File: src/rtl/ir_reflect_emitter.sv
// IR emitter pulse/sample sequencer: lights the LED, counts the synchronized
// phototransistor return in LED-on and LED-off windows, and publishes a reflection decision.
module ir_reflect_emitter #(
  parameter int SETTLE_CYCLES = 50,
  parameter int SAMPLE_CYCLES = 16,
  parameter int THRESHOLD     = 12,
  parameter int CNT_W         = 16
) (
  input  logic clk,
  input  logic rst_n,
  input  logic enable,
  input  logic sensor_in,
  output logic led_drive,
  output logic detect,
  output logic detect_valid,
  output logic ambient_fault,
  output logic busy
);

  typedef enum logic [2:0] {
    IDLE       = 3'd0,
    ON_SETTLE  = 3'd1,
    ON_SAMPLE  = 3'd2,
    OFF_SETTLE = 3'd3,
    OFF_SAMPLE = 3'd4,
    DECIDE     = 3'd5
  } state_t;

  localparam logic [CNT_W-1:0] SETTLE_LAST = CNT_W'(SETTLE_CYCLES - 1);
  localparam logic [CNT_W-1:0] SAMPLE_LAST = CNT_W'(SAMPLE_CYCLES - 1);
  localparam logic [CNT_W-1:0] FAULT_LIM   = CNT_W'(SAMPLE_CYCLES / 2);
  localparam logic [CNT_W:0]   THRESH_EXT  = (CNT_W + 1)'(THRESHOLD);

  state_t           state_q, state_d;
  logic             sync1_q, sync2_q;
  logic [CNT_W-1:0] tmr_q, tmr_d;
  logic [CNT_W-1:0] on_cnt_q, on_cnt_d;
  logic [CNT_W-1:0] off_cnt_q, off_cnt_d;
  logic             led_q, led_d;
  logic             detect_q, detect_d;
  logic             valid_q, valid_d;
  logic             fault_q, fault_d;
  logic             busy_q, busy_d;
  logic [CNT_W-1:0] s_inc;

  assign s_inc = {{(CNT_W-1){1'b0}}, sync2_q};

  always_comb begin
    state_d   = state_q;
    tmr_d     = tmr_q + 1'b1;
    on_cnt_d  = on_cnt_q;
    off_cnt_d = off_cnt_q;
    detect_d  = detect_q;
    fault_d   = fault_q;
    valid_d   = 1'b0;

    case (state_q)
      IDLE: begin
        tmr_d = '0;
        if (enable) begin
          state_d   = ON_SETTLE;
          on_cnt_d  = '0;
          off_cnt_d = '0;
        end
      end
      ON_SETTLE: begin
        if (!enable)                  state_d = IDLE;
        else if (tmr_q == SETTLE_LAST) state_d = ON_SAMPLE;
      end
      ON_SAMPLE: begin
        on_cnt_d = on_cnt_q + s_inc;
        if (!enable)                  state_d = IDLE;
        else if (tmr_q == SAMPLE_LAST) state_d = OFF_SETTLE;
      end
      OFF_SETTLE: begin
        if (!enable)                  state_d = IDLE;
        else if (tmr_q == SETTLE_LAST) state_d = OFF_SAMPLE;
      end
      OFF_SAMPLE: begin
        off_cnt_d = off_cnt_q + s_inc;
        if (!enable)                  state_d = IDLE;
        else if (tmr_q == SAMPLE_LAST) state_d = DECIDE;
      end
      DECIDE: begin
        // Extra MSB keeps off_cnt + THRESHOLD from wrapping.
        detect_d = ({1'b0, on_cnt_q} >= ({1'b0, off_cnt_q} + THRESH_EXT));
        fault_d  = (off_cnt_q > FAULT_LIM);
        valid_d  = 1'b1;
        if (enable) begin
          state_d   = ON_SETTLE;
          on_cnt_d  = '0;
          off_cnt_d = '0;
        end else begin
          state_d = IDLE;
        end
      end
      default: state_d = IDLE;
    endcase

    if (state_d != state_q) tmr_d = '0;

    // LED and busy are registered from next state so both are glitch-free.
    led_d  = (state_d == ON_SETTLE) || (state_d == ON_SAMPLE);
    busy_d = (state_d != IDLE);
  end

  always_ff @(posedge clk or negedge rst_n) begin
    if (!rst_n) begin
      state_q   <= IDLE;
      sync1_q   <= 1'b0;
      sync2_q   <= 1'b0;
      tmr_q     <= '0;
      on_cnt_q  <= '0;
      off_cnt_q <= '0;
      led_q     <= 1'b0;
      detect_q  <= 1'b0;
      valid_q   <= 1'b0;
      fault_q   <= 1'b0;
      busy_q    <= 1'b0;
    end else begin
      state_q   <= state_d;
      sync1_q   <= sensor_in;
      sync2_q   <= sync1_q;
      tmr_q     <= tmr_d;
      on_cnt_q  <= on_cnt_d;
      off_cnt_q <= off_cnt_d;
      led_q     <= led_d;
      detect_q  <= detect_d;
      valid_q   <= valid_d;
      fault_q   <= fault_d;
      busy_q    <= busy_d;
    end
  end

  assign led_drive     = led_q;
  assign detect        = detect_q;
  assign detect_valid  = valid_q;
  assign ambient_fault = fault_q;
  assign busy          = busy_q;

endmodule
File: config.mk
export PLATFORM = sky130hd
export DESIGN_NAME = ir_reflect_emitter
export DESIGN_NICKNAME = d
export VERILOG_FILES = /design/src/rtl/ir_reflect_emitter.sv
export SDC_FILE = /design/constraint.sdc
export NUM_CORES = 1
export LEC_CHECK = 0
export CELL_PAD_IN_SITES_DETAIL_PLACEMENT = 1
export CELL_PAD_IN_SITES_GLOBAL_PLACEMENT = 2
export CORE_MARGIN = 5
export CORE_UTILIZATION = 37
export DETAILED_ROUTE_END_ITERATION = 8
export DONT_BUFFER_PORTS = 1
export PLACE_DENSITY = 0.83
export SLEW_MARGIN = 10
export SYNTH_ARGS = -nofsm -noshare
export SYNTH_HDL_FRONTEND = slang
export SYNTH_SLANG_ARGS = --single-unit
File: constraint.sdc
create_clock -name clk -period 2.2 [get_ports clk]
set_clock_uncertainty 0.1 [all_clocks]
set_input_delay 0.22 -clock clk [delete_from_list [all_inputs] [get_ports clk]]
set_output_delay 0.22 -clock clk [all_outputs]
set_load 0.01 [all_outputs]
==> results of run 1 <==
==> flip-flops by register name, indices dropped and copies added (netlist names) <==
signal         count
sync2_q            1
tmr_q             16
on_cnt_q          16
sync1_q            1
led_drive          1
detect             1
busy               1
state_q            3
off_cnt_q         16
detect_valid       1
ambient_fault      1
==> cells in the mapped netlist (2+ instances only) <==
master	instances	area, um2
sky130_fd_sc_hd__nor2b_1	3	18.77
sky130_fd_sc_hd__nand3_1	21	105.1
sky130_fd_sc_hd__mux2i_1	2	20.02
sky130_fd_sc_hd__clkbuf_1	8	30.03
sky130_fd_sc_hd__xnor2_1	29	254.0
sky130_fd_sc_hd__and3_1	11	68.82
sky130_fd_sc_hd__nor2_1	52	195.2
sky130_fd_sc_hd__nor3_1	10	50.05
sky130_fd_sc_hd__nand2_1	31	116.4
sky130_fd_sc_hd__a21oi_1	9	45.04
sky130_fd_sc_hd__a21o_1	4	30.03
sky130_fd_sc_hd__a22o_1	2	17.52
sky130_fd_sc_hd__buf_2	5	25.02
sky130_fd_sc_hd__a31oi_1	5	31.28
sky130_fd_sc_hd__nor4b_1	4	35.03
sky130_fd_sc_hd__and2_1	2	12.51
sky130_fd_sc_hd__and4_1	4	35.03
sky130_fd_sc_hd__or4_1	2	15.01
sky130_fd_sc_hd__dfrtp_1	58	1451
sky130_fd_sc_hd__o21ai_0	12	60.06
sky130_fd_sc_hd__ha_1	25	312.8
sky130_fd_sc_hd__xor2_1	20	175.2
sky130_fd_sc_hd__inv_1	14	52.55
sky130_fd_sc_hd__nor4_1	7	43.79
sky130_fd_sc_hd__nand4_1	12	75.07
sky130_fd_sc_hd__nand2b_1	4	25.02
sky130_fd_sc_hd__a21boi_0	3	22.52
sky130_fd_sc_hd__nor3b_1	3	22.52
==> path summary, 6_finish.rpt <==
path | end | start
worst min register to register | sync2_q$_DFF_PN0_ | sync1_q$_DFF_PN0_
worst max-delay path | detect$_DFFE_PN0N_ | off_cnt_q[5]$_DFFE_PN0P_
worst max register to register | detect$_DFFE_PN0N_ | off_cnt_q[5]$_DFFE_PN0P_
worst min-delay path | tmr_q[0]$_DFF_PN0_ | enable
min in group asynchronous | tmr_q[11]$_DFF_PN0_ | rst_n
max in group asynchronous | off_cnt_q[3]$_DFFE_PN0P_ | rst_n
==> cells by family (layout without fill, tap and decap cells) <==
family,after synthesis,after routing
flops,58,58
mux,2,2
xor+xnor,49,49
fa+ha+maj,25,25
buf+inv,29,83
simple gates,171,171
compound gates,45,45
==> worst reg2reg max path: stages (launching register included) <==
cell	delay [ps]
sky130_fd_sc_hd__dfrtp_1	400
sky130_fd_sc_hd__nand4_1	250
sky130_fd_sc_hd__buf_4	240
sky130_fd_sc_hd__nor2_4	150
sky130_fd_sc_hd__nand2_1	90
sky130_fd_sc_hd__xnor2_1	140
sky130_fd_sc_hd__ha_1	330
sky130_fd_sc_hd__a21o_1	190
sky130_fd_sc_hd__o21ai_1	140
sky130_fd_sc_hd__a21boi_1	80
sky130_fd_sc_hd__o21ai_1	130
sky130_fd_sc_hd__nand3_1	80
==> report_power, final <==
group / leakage (nW) / switching, mW / internal [mW]
Combinational: 1.01 / 0.0563 / 0.0283
Sequential: 0.795 / 0.0104 / 1.07
Clock: 0.119 / 0.496 / 0.785
==> what timing repair did <==
item	4_1_cts	5_1_grt
hold buffers	4	0
buffers inserted	11	2
endpoints found under the setup margin	1	1
pin swaps	5	13
resized for setup	3	6
hold endpoints to repair	64	0
==> area by class of cell <==
type | instances | share of cell area
Clock buffer | 10 | 0.03169
Clock inverter | 6 | 0.02622
Inverter | 14 | 0.01210
Multi-Input combinational cell | 292 | 0.4575
Sequential cell | 58 | 0.3345
Tap cell | 129 | 0.03717
Timing Repair Buffer | 53 | 0.1008
==> layout by cell type (no fill, tap or decap), types with 3 or more instances in the layout <==
cell type / n
sky130_fd_sc_hd__a21o_1: 4
sky130_fd_sc_hd__a21oi_1: 8
sky130_fd_sc_hd__a31oi_1: 5
sky130_fd_sc_hd__and3_1: 10
sky130_fd_sc_hd__and4_1: 3
sky130_fd_sc_hd__buf_4: 48
sky130_fd_sc_hd__bufinv_16: 3
sky130_fd_sc_hd__clkbuf_8: 10
sky130_fd_sc_hd__dfrtp_1: 57
sky130_fd_sc_hd__dlygate4sd3_1: 3
sky130_fd_sc_hd__ha_1: 24
sky130_fd_sc_hd__inv_1: 12
sky130_fd_sc_hd__nand2_1: 31
sky130_fd_sc_hd__nand2b_1: 4
sky130_fd_sc_hd__nand3_1: 21
sky130_fd_sc_hd__nand4_1: 12
sky130_fd_sc_hd__nor2_1: 49
sky130_fd_sc_hd__nor2b_1: 3
sky130_fd_sc_hd__nor3_1: 10
sky130_fd_sc_hd__nor3b_1: 3
sky130_fd_sc_hd__nor4_1: 7
sky130_fd_sc_hd__nor4b_1: 4
sky130_fd_sc_hd__o21ai_0: 10
sky130_fd_sc_hd__xnor2_1: 28
sky130_fd_sc_hd__xor2_1: 20
==> per-layer routing <==
layer  routed length [um]  share of wire  track usage
met1                 4546           0.46       0.2389
met5                    0              0            0
met2                 4834           0.49       0.2957
met3                  265          0.027      0.03359
met4                  134          0.014      0.05681
==> summary by stage, run 1 <==
Die
The initial utilization of the core area, before any placement, comes to 0.3806. The number of top-level pins is 9. Row generation in the floorplan step produced 35 rows.

The area of the core region is about 9000 um2. The vertical die dimension is about 110 um. The width of the die is about 110 um.

The die area is 11560 um2.

Timing
The setup slack after layout is -248.8 ps. The headroom to the max-slew limit is 0.5045. The minimum period implied by the final worst setup slack is 2449 ps. The setup violation total in the final timing report is 1.

The post-route clock period utilization is 1.113. Final hold analysis gives a worst-case slack of just over 100 ps. The actual slew at the worst max-slew pin is 739.8 ps. The number of endpoints with negative hold slack in the final report was 0. Setup repair after global routing could not meet its margin everywhere. The timing-limited maximum frequency is 0.4084 GHz. The number of slew-limit violations in the final report is 0. The post-route setup TNS is -248.8 ps.

Routing
After detailed routing, the number of vias per cell comes to 5.265. The total number of vias is ~3000. The post-route antenna net violation count is 0. The first-pass iteration count of the detailed router is 4. The final routed wirelength across all metal layers is about 10000 um. The routed length per instance is approximately 17 um. After the first detailed-routing iteration, the DRC count stood at between 60 and 70. The count of unresolved DRC violations after routing is 0.

Placed design
The instance count after placement with tap cells included is about 530. After legalization and detailed placement, the total HPWL measured approximately 6800 um. OpenSTA, run right after detailed placement, puts the worst setup slack at -314.8 ps. Input and output buffers added on the ports amount to 0. At the end of routability-driven placement, the weighted congestion stood at approximately 0.8. The post-place instance area is between 3000 and 4000 um2.

Global route
Entering global routing, the biggest net connects 59 pins. The initial antenna violation count came to 0. The via count of the first global-routing pass is 3259. In the global route stage, overall resource usage came out at 0.1798.

The first-pass GRT wire length is approximately 16000 um. Summed over all layers, the global routing overflow is 0.

Clocking
The TritonCTS clock tree is built. The later pin in the worst-skew pair is clocked with a latency of ~360 ps. The number of buffers inserted during clock tree synthesis is 9. After clock tree synthesis, the clock-pin slew on the worst setup and hold paths is ~80 ps. The maximum level of the CTS H-tree is 3. The clock drives slightly below 60 sinks. The clock passes through at most 2 buffers. In this run the clock root is driven by a sky130_fd_sc_hd__clkbuf_8.

Yosys
The mapped netlist covers about 3500 um2. The sequential cell area fraction in the yosys report is 0.4127. The netlist uses 45 different library cells. After synthesis, the largest family of logic cells by area is simple AND/OR/NAND/NOR gates. In this run, synthesis produced a sequential element count of between 50 and 60. After synthesis, the mean cell area works out to 9.280 um2.

After technology mapping, the gate count stands at between 300 and 400. The number of warnings issued by yosys is 0. The synthesized-area fraction occupied by adder cells is 0.08894. The multiplexer share of the synthesized area is 0.005692. The post-synthesis share of cell area spent on and, or, nand and nor gates is 0.2490. The compound-cell area share of the yosys netlist was 0.08680. The most used flip-flop cell after synthesis is sky130_fd_sc_hd__dfrtp_1. Of all flip-flops after synthesis, the portion carrying an async set or reset was 1.000.

The number of enable-type register cells in the synthesized netlist is 0. The synthesized net count is 408. Of the total synthesized cell area, the portion taken by XOR and XNOR cells is 0.1220.

Critical path
Counting buffers and inverters, the worst setup path is 11 cells deep. The data required time of the critical path is ~2300 ps. The setup slack of the most critical reg-to-reg path is -250 ps. The signal on the critical path passes through nand4_1, buf_4, nor2_4, nand2_1, xnor2_1, ha_1, a21o_1, o21ai_1, a21boi_1, o21ai_1, nand3_1.

The dominant cell type by count on the critical path is sky130_fd_sc_hd__o21ai_1. In this design, the stage delay of the slowest critical-path cell is 400 ps. The critical path is of the reg -> reg type. For the worst flop-to-flop path, the logic depth is 11. The slowest stage of the critical path belongs to the cell sky130_fd_sc_hd__dfrtp_1. The kind of start point of the critical path is a flop. Along the worst path, the maximum fanout reaches 4. Data on the critical path arrives at its endpoint at 2580 ps. The nature of the critical path endpoint is a flop.

The cell family with the largest share of critical-path delay is simple AND/OR/NAND/NOR gates. The count of buffer and inverter cells on the critical path is 1.

Cells and area
In the final layout, the share of cells above drive strength 1 is 0.1963. The final-stage net count is between 400 and 500. The non-filler instance count after layout is 562. Registers take 1453 um2. The area overhead of the layout relative to synthesis is 23.48%. The area of the multi-input gates is 1987 um2. 0 antenna diodes ended up in the layout. After routing the design area is approximately 4300 um2. The fill cell instance count of the final layout is ~1100.

Once layout is complete, the utilization of the core stands at 0.4700.

Status
The checks that failed: setup timing. The flow ran to the end, but the final reports show violations.

Pwr
The analysis attributes to cell leakage a power of between 1.5 and 2 nW. IR analysis of the VDD net gives a maximum drop of just under 0.3 mV. The total power density per cell area is about 560 nW/um2. After layout, the design draws a total of about 2.5 mW.

Min path
The cell depth of the worst min-delay path is 3. The kind of path behind the tightest hold check is in -> reg.

Flow run
Max-cap violations in this run came to 0.
Power figures use the tool's default switching activity.
==> run 2, diff against run 1 <==
Settings changed: CORE_ASPECT_RATIO set to 1.4.
==> run 2 against run 1 <==
Effect of this change:
- the run still ends with setup timing left
- cell count shrank 3.2%
- flip-flop and latch count is the same
- die area grew 0.24%
- setup slack gained 200 ps
- register-to-register slack gained 200 ps
- via count shrank 0.78%
- routed wire length shrank 3.3%
- worst hold slack gained 27 ps
- combinational power shrank 0.5%
- critical endpoint unchanged
==> summary by stage, run 2 (synthesized netlist as in run 1, its figures left out) <==
Clocking
The register clock-pin slew on the reported worst setup and hold paths is about 60 ps. The tree built by TritonCTS fans out to between 50 and 60 sinks. The TritonCTS clock tree is built. CTS built an H-tree with a depth of 3. The cell sitting at the root of the clock tree is a sky130_fd_sc_hd__clkbuf_16.

Counting the buffers created by CTS gives 9. Counting along the longest clock path gives a buffer depth of 2. The clock reaches the later pin of the worst-skew pair after approximately 330 ps.

Global route
The first-pass GRT wire length is 16020 um. The via count of the first global-routing pass is approximately 3300. The total congestion overflow is 0. Entering global routing, the biggest net connects between 50 and 60 pins.

Across every metal layer, demand over resource in global routing totals 0.1764. The initial antenna violation count is 0.

Critical path
The worst setup path is captured at a flop. Traced cell by cell, the critical path runs through inv_2, ha_4, nor2_4, xnor2_1, ha_1, a21o_1, a21o_1, a221o_1, o211ai_1, nand3_1. The start-to-end type of the worst setup path is reg -> reg.

The capture instance of the worst register-to-register path is detect$_DFFE_PN0N_. The cell family with the largest share of critical-path delay is compound AO/OA/AOI/OAI gates. STA classifies the critical path startpoint as a flop.

The dominant cell type by count on the critical path is sky130_fd_sc_hd__a21o_1. STA puts the critical path data arrival time at roughly 2400 ps. The length in cells of the worst reg-to-reg path is 10. The count of buffer and inverter cells on the critical path is 1.

The standard cell with the maximum stage delay on the critical path is sky130_fd_sc_hd__dfrtp_2. The critical register-to-register path startpoint is off_cnt_q[3]$_DFFE_PN0P_. For this run, the slowest stage of the critical path takes 430 ps. At the worst endpoint, the required time is about 2300 ps. Along the worst path, the maximum fanout reaches 4. The setup check on the worst reg-to-reg path leaves a slack of -50 ps.

Die
After floorplanning, the core was sized to cover 9407 um2. The die is 92.40 um wide. The initial core utilization is 0.3739. The number of top-level pins is 9.

The cell row count is 42. The die covers 11580 um2. The vertical die dimension is about 130 um.

Routing
The iteration-0 DRC count of the detailed router is 126. Dividing the detail-routed via count by the number of cells gives approximately 5.4. The routed length per instance is 17.38 um.

The count of unresolved DRC violations after routing is 0. The post-route antenna net violation count is 0. The total number of vias is 2936. For this block, the routed nets add up to roughly 9500 um of wire. The first detailed-routing pass took 4 iterations.

Min path
The cell depth of the worst min-delay path is 3. The kind of path behind the tightest hold check is in -> reg. The worst hold path terminates at tmr_q[0]$_DFF_PN0_.

The startpoint identified for the worst hold timing path is enable.

Placed design
The count of buffers from port buffering is 0. The instance count after placement with tap cells included is between 500 and 600. The worst slack after detailed placement is -153.7 ps. The congestion estimate from routability-driven global placement came to 0.7790. The post-place instance area is ~3900 um2. Detailed placement ended at an HPWL of around 6700 um.

Pwr
The standby leakage power is approximately 2.0 nW. The completed layout was analyzed and its total power is roughly 2.6 mW. The maximum VDD drop is between 0.3 and 0.4 mV. Dividing total power by cell area gives a power density of 592.2 nW/um2.

Cells and area
The largest registers in the layout are off_cnt_q: 16 flops, on_cnt_q: 16 flops, tmr_q: 16 flops. Of the cells placed in the final design, the portion with a size suffix greater than 1 is 0.2028. Leaving out fill and tap cells, the most frequent cell in the layout is sky130_fd_sc_hd__dfrtp_1.

After the last flow step, the layout net total stands at 458. The non-filler instance count after layout is 544. The area of the multi-input gates is roughly 2000 um2. The post-route standard cell area excluding fillers is 4398 um2. 0 antenna diodes ended up in the layout. The library cells used most frequently in the layout, excluding fill and tap cells, are 57 x sky130_fd_sc_hd__dfrtp_1, 49 x sky130_fd_sc_hd__nor2_1, 49 x sky130_fd_sc_hd__buf_4, 30 x sky130_fd_sc_hd__nand2_1, 29 x sky130_fd_sc_hd__xnor2_1.

After filler insertion, the fill cell instance count of the layout stands at between 1000 and 1500. The area overhead of the layout relative to synthesis is 25.04%. The footprint of the flip-flops and latches is between 1000 and 1500 um2.

Timing
The worst pin sits at a relative slew slack of 0.5577. The timing-limited maximum frequency is around 0.44 GHz. The number of endpoints with negative hold slack in the final report is 0.

The post-route clock period utilization is 1.023. The setup violation total in the final timing report is 1. Setup repair after global routing could not meet its margin everywhere. The number of slew-limit violations in the final report came to 0.

For the finished layout, the period the worst path requires is roughly 2300 ps. After layout, the worst setup slack is -51.19 ps. For the pin with the worst max-slew slack, the measured transition is 660.4 ps.

Status
The flow ran to the end, but the final reports show violations. The checks that failed: setup timing.

Flow run
The tool flagged a number of max-cap violations equal to 0.
run 2: cell types whose count changed in the layout (fill, tap and decap cells not counted), moves of 2 or more:
cell,before,now
sky130_fd_sc_hd__clkbuf_8,10,1
sky130_fd_sc_hd__bufinv_16,3,1
sky130_fd_sc_hd__nor4_2,0,2
sky130_fd_sc_hd__clkbuf_16,0,9
sky130_fd_sc_hd__nor4_1,7,5
run 2: metal layers:
metal  vias up  share of wire  global-route usage
met5         -              0                   0
met4         0          0.021             0.06737
met3        18          0.021             0.03546
met2        22           0.58              0.3462
met1      1482           0.38              0.1771
li1       1414              -                   -
run 2: worst max path at each step:
stage | from | end | slack [ps] | cells past startpoint
6_report | off_cnt_q[3]$_DFFE_PN0P_ | detect$_DFFE_PN0N_ | -50 | 10
5_1_grt | off_cnt_q[4]$_DFFE_PN0P_ | detect$_DFFE_PN0N_ | -160 | 10
4_1_cts | off_cnt_q[5]$_DFFE_PN0P_ | detect$_DFFE_PN0N_ | -10 | 9
3_5_place_dp | off_cnt_q[4]$_DFFE_PN0P_ | detect$_DFFE_PN0N_ | -150 | 10
3_3_place_gp | off_cnt_q[11]$_DFFE_PN0P_ | detect$_DFFE_PN0N_ | -40 | 10
2_1_floorplan | off_cnt_q[2]$_DFFE_PN0P_ | detect$_DFFE_PN0N_ | 0.4 | 10
run 2: timing repair:
item	in CTS	in global routing
hold buffers	4	0
setup endpoints to repair	1	2
pin swaps	11	5
buffers inserted	14	1
resized for setup	3	9
endpoints found under the hold margin	64	0
run 2: final cells by class:
cell class,count,area share
multi-input combinational,292,0.4558
sequential,58,0.3303
timing repair buffer,54,0.1013
clock buffer,10,0.05434
tap,110,0.03129
clock inverter,6,0.01508
inverter,14,0.01195
run 2: worst register-to-register path, delay by kind of cell, from the launching register on:
family	cells	cell delay [ps]
buffers and inverters	1	90
XOR/XNOR	1	120
flip-flops	1	430
AO/OA/AOI/OAI	4	820
AND/OR/NAND/NOR	2	120
adder cells (fa/ha/maj)	2	470
run 2: stage by stage:
stage / TNS (ps) / utilization / hold WS [ps]
global route: -164.7 / 0.4675 / 128.7
detailed placement: -153.7 / 0.4123 / -173.1
finish: -51.19 / 0.4675 / 128.4
CTS: -13.58 / 0.4624 / 125.7
floorplan: 0 / - / -175.6
global placement: -42.27 / 0.4123 / -173.5
run 2: where the power goes:
group | switching, mW | leakage, nW | total, mW | internal [mW]
Clock | 0.528 | 0.141 | 1.43 | 0.906
Combinational | 0.0558 | 1.02 | 0.0841 | 0.0283
Sequential | 0.0100 | 0.795 | 1.09 | 1.08
==> run 3, diff against run 2 <==
Settings changed: GPL_TIMING_DRIVEN set to 0, PLACE_DENSITY 0.83 to 0.84.
==> run 3 against run 2 <==
Effect of this change:
- the run still ends with setup timing left
- first-iteration DRC count fell by 29%
- non-clock buffer count fell by 19
- total power is 4.5% higher
- count of clock-buffer cells in the layout up 2
- register-to-register slack lost 60 ps
- clock power increased by 8%
- worst hold slack improved by 6.9 ps
- final area fell by 1.3%
- critical endpoint unchanged
- highest routed layer unchanged
==> summary by stage, run 3 (synthesized netlist as in run 1, its figures left out) <==
Status
The flow ran to the end, but the final reports show violations. The final reports fail on setup timing.

Global route
The largest net degree at the start of global routing is about 60. The initial antenna violation count is 0. The global router's overall resource usage is 0.1635. The via count of the first global-routing pass is around 3000.

The first global-routing pass estimated approximately 15000 um of wire. The total congestion overflow is 0.

Min path
In this run the worst hold path is classified as in -> reg.

Routing
The total number of vias is between 2000 and 3000. For this block, the routed nets add up to between 9000 and 10000 um of wire. The routed length per instance is ~17 um. The post-route antenna net violation count is 0. The first-pass iteration count of the detailed router is 4. For this run, design rule violations remaining after detail routing come to 0. The iteration-0 DRC count of the detailed router is 90. After detailed routing, the number of vias per cell comes to 5.442.

Pwr
Dividing total power by cell area gives a power density of about 630 nW/um2. The total power draw is 2.721 mW. The switching power is around 0.54 mW. Of the total power, combinational logic draws 0.035. The standby leakage power is approximately 1.9 nW.

Of the total power, the share spent switching nets is 0.2002. The worst-case IR drop observed on VDD is 0.4260 mV. The register share of total power is 0.399. The share of total power in the clock network is 0.566. The internal power of the cells totals about 2.2 mW.

Cells and area
In the final layout, the registers with the most flip-flops are off_cnt_q: 16 flops, on_cnt_q: 16 flops, tmr_q: 16 flops. The count of antenna diodes in the layout is 0. Fill cells in the final layout number 1073.

The finished layout holds 523 standard cells, fillers aside. The proportion of layout cells with a drive suffix above 1 is 0.1937. The library cell used most frequently in the layout, excluding fill and tap cells, is sky130_fd_sc_hd__dfrtp_1. Summing all flip-flop and latch instances after layout gives roughly 1500 um2. The area overhead of the layout relative to synthesis is 23.44%. The area of the multi-input gates is about 2100 um2. For this run, the share of the core covered by cells in the final layout is 0.4616. Leaving out fill and tap cells, the most frequent cells in the layout are 55 x sky130_fd_sc_hd__dfrtp_1, 47 x sky130_fd_sc_hd__nor2_1, 31 x sky130_fd_sc_hd__nand2_1, 26 x sky130_fd_sc_hd__xnor2_1, 24 x sky130_fd_sc_hd__ha_1.

With fillers left out, the area of the finished cells amounts to 4342 um2. The final layout contains approximately 440 nets.

Timing
Setup violations remaining at the end of the flow were counted as 1. The number of endpoints with negative hold slack in the final report is 0. The headroom to the max-slew limit is 0.4149.

For the pin with the worst max-slew slack, the measured transition is 870.9 ps. Across all setup checks in the final design, the least slack found is -115.4 ps. The number of slew-limit violations in the final report was 0. The minimum period implied by the final worst setup slack is between 2000 and 2500 ps.

The timing-limited maximum frequency is roughly 0.43 GHz. The post-route clock period utilization is 1.052. Setup repair after global routing could not meet its margin everywhere. The tightest hold path in the finished design has a slack of ~140 ps.

Placed design
The detailed-placement wirelength estimate is about 6400 um. Input and output buffers added on the ports amount to 0. The instance count after placement with tap cells included is 489.

The routability-driven placement congestion ratio is a little under 0.8. The post-place instance area is around 3700 um2.

Clocking
The latest clock arrival within the worst-skew pair is 330 ps. The clock net in this run drives a total of 58 sinks. The number of buffers inserted during clock tree synthesis is 9. The H-tree was split into 3 levels. The TritonCTS clock tree is built. The register clock-pin slew on the reported worst setup and hold paths is approximately 50 ps. The cell sitting at the root of the clock tree is a sky130_fd_sc_hd__clkbuf_16. The number of buffers on the longest clock path is 2.

Die
9 I/O pins were placed. The cell row count is between 40 and 50. The die area is 11580 um2. The initial utilization of the core area, before any placement, comes to 0.3739. Measured along the x axis, the die boundary spans 92.40 um. The area of the core region is 9407 um2. The vertical die dimension is between 100 and 150 um.

Critical path
At the worst endpoint, the required time is ~2300 ps. The setup path with the least slack is of type reg -> reg. For the worst setup path, the data arrival time is between 2000 and 2500 ps. STA classifies the critical path endpoint as a flop. The worst setup path is launched from a flop. In this run the worst path has a maximum fanout of 7.

Flow run
Across the run, the number of max-cap violations was 0.
run 3: path summary, 6_finish.rpt:
path                       cells past startpoint  slack [ps]                      from                  endpoint
setup / recovery                              10        -120  off_cnt_q[6]$_DFFE_PN0P_        detect$_DFFE_PN0N_
hold / removal                                 3         140                    enable       led_drive$_DFF_PN0_
setup reg to reg                              10        -120  off_cnt_q[6]$_DFFE_PN0P_        detect$_DFFE_PN0N_
hold reg to reg                                0         250         sync1_q$_DFF_PN0_         sync2_q$_DFF_PN0_
max in group asynchronous                      2        1390                     rst_n  off_cnt_q[2]$_DFFE_PN0P_
min in group asynchronous                      2         300                     rst_n   on_cnt_q[2]$_DFFE_PN0P_
run 3: per-stage QoR:
stage | setup WS, ps | setup TNS [ps]
global placement | -291.6 | -883.9
detailed placement | -298.7 | -1028
finish | -115.4 | -115.4
floorplan | 0.3881 | 0
CTS | -111.9 | -113.2
global route | -278.2 | -501.6
run 3: layer usage:
metal	track usage	wire length [um]	up-vias
li1	-	-	1377
met1	0.1787	3618	1425
met2	0.2970	5048	25
met3	0.03666	206	19
met4	0.07262	260	0
met5	0	0	-
run 3: layout make-up:
| type | count | area share |
|---|---|---|
| clock inverter | 2 | 0.01383 |
| timing repair buffer | 20 | 0.04207 |
| tap | 110 | 0.03170 |
| multi-input combinational | 292 | 0.4818 |
| buffer | 15 | 0.02133 |
| sequential | 58 | 0.3352 |
| inverter | 14 | 0.01268 |
| clock buffer | 12 | 0.06138 |
run 3: power groups by stage:
stage	Sequential (mW)	Combinational, mW	Clock, mW
after floorplan	1.10	0.0388	0
after global placement	1.11	0.0534	0
after detailed placement	1.11	0.0546	0
after CTS	1.09	0.0885	1.57
after global routing	1.09	0.106	1.62
final	1.09	0.0939	1.54
run 3: repair_timing:
item,CTS,global route
pin swaps,10,27
hold buffers,3,0
cloned,0,1
endpoints found under the hold margin,59,0
gates resized for setup,12,36
setup buffers,8,8
setup endpoints to repair,14,35
run 3: critical path, stage by stage (launching register included):
cell and delay, ps:
sky130_fd_sc_hd__dfrtp_1 320, sky130_fd_sc_hd__buf_4 160, sky130_fd_sc_hd__nand4_1 240, sky130_fd_sc_hd__nor2_4 240, sky130_fd_sc_hd__xnor2_2 100, sky130_fd_sc_hd__ha_1 310, sky130_fd_sc_hd__nand4_1 110, sky130_fd_sc_hd__nor2_1 60
sky130_fd_sc_hd__a221o_1 280, sky130_fd_sc_hd__o211ai_1 180, sky130_fd_sc_hd__nand3_1 90
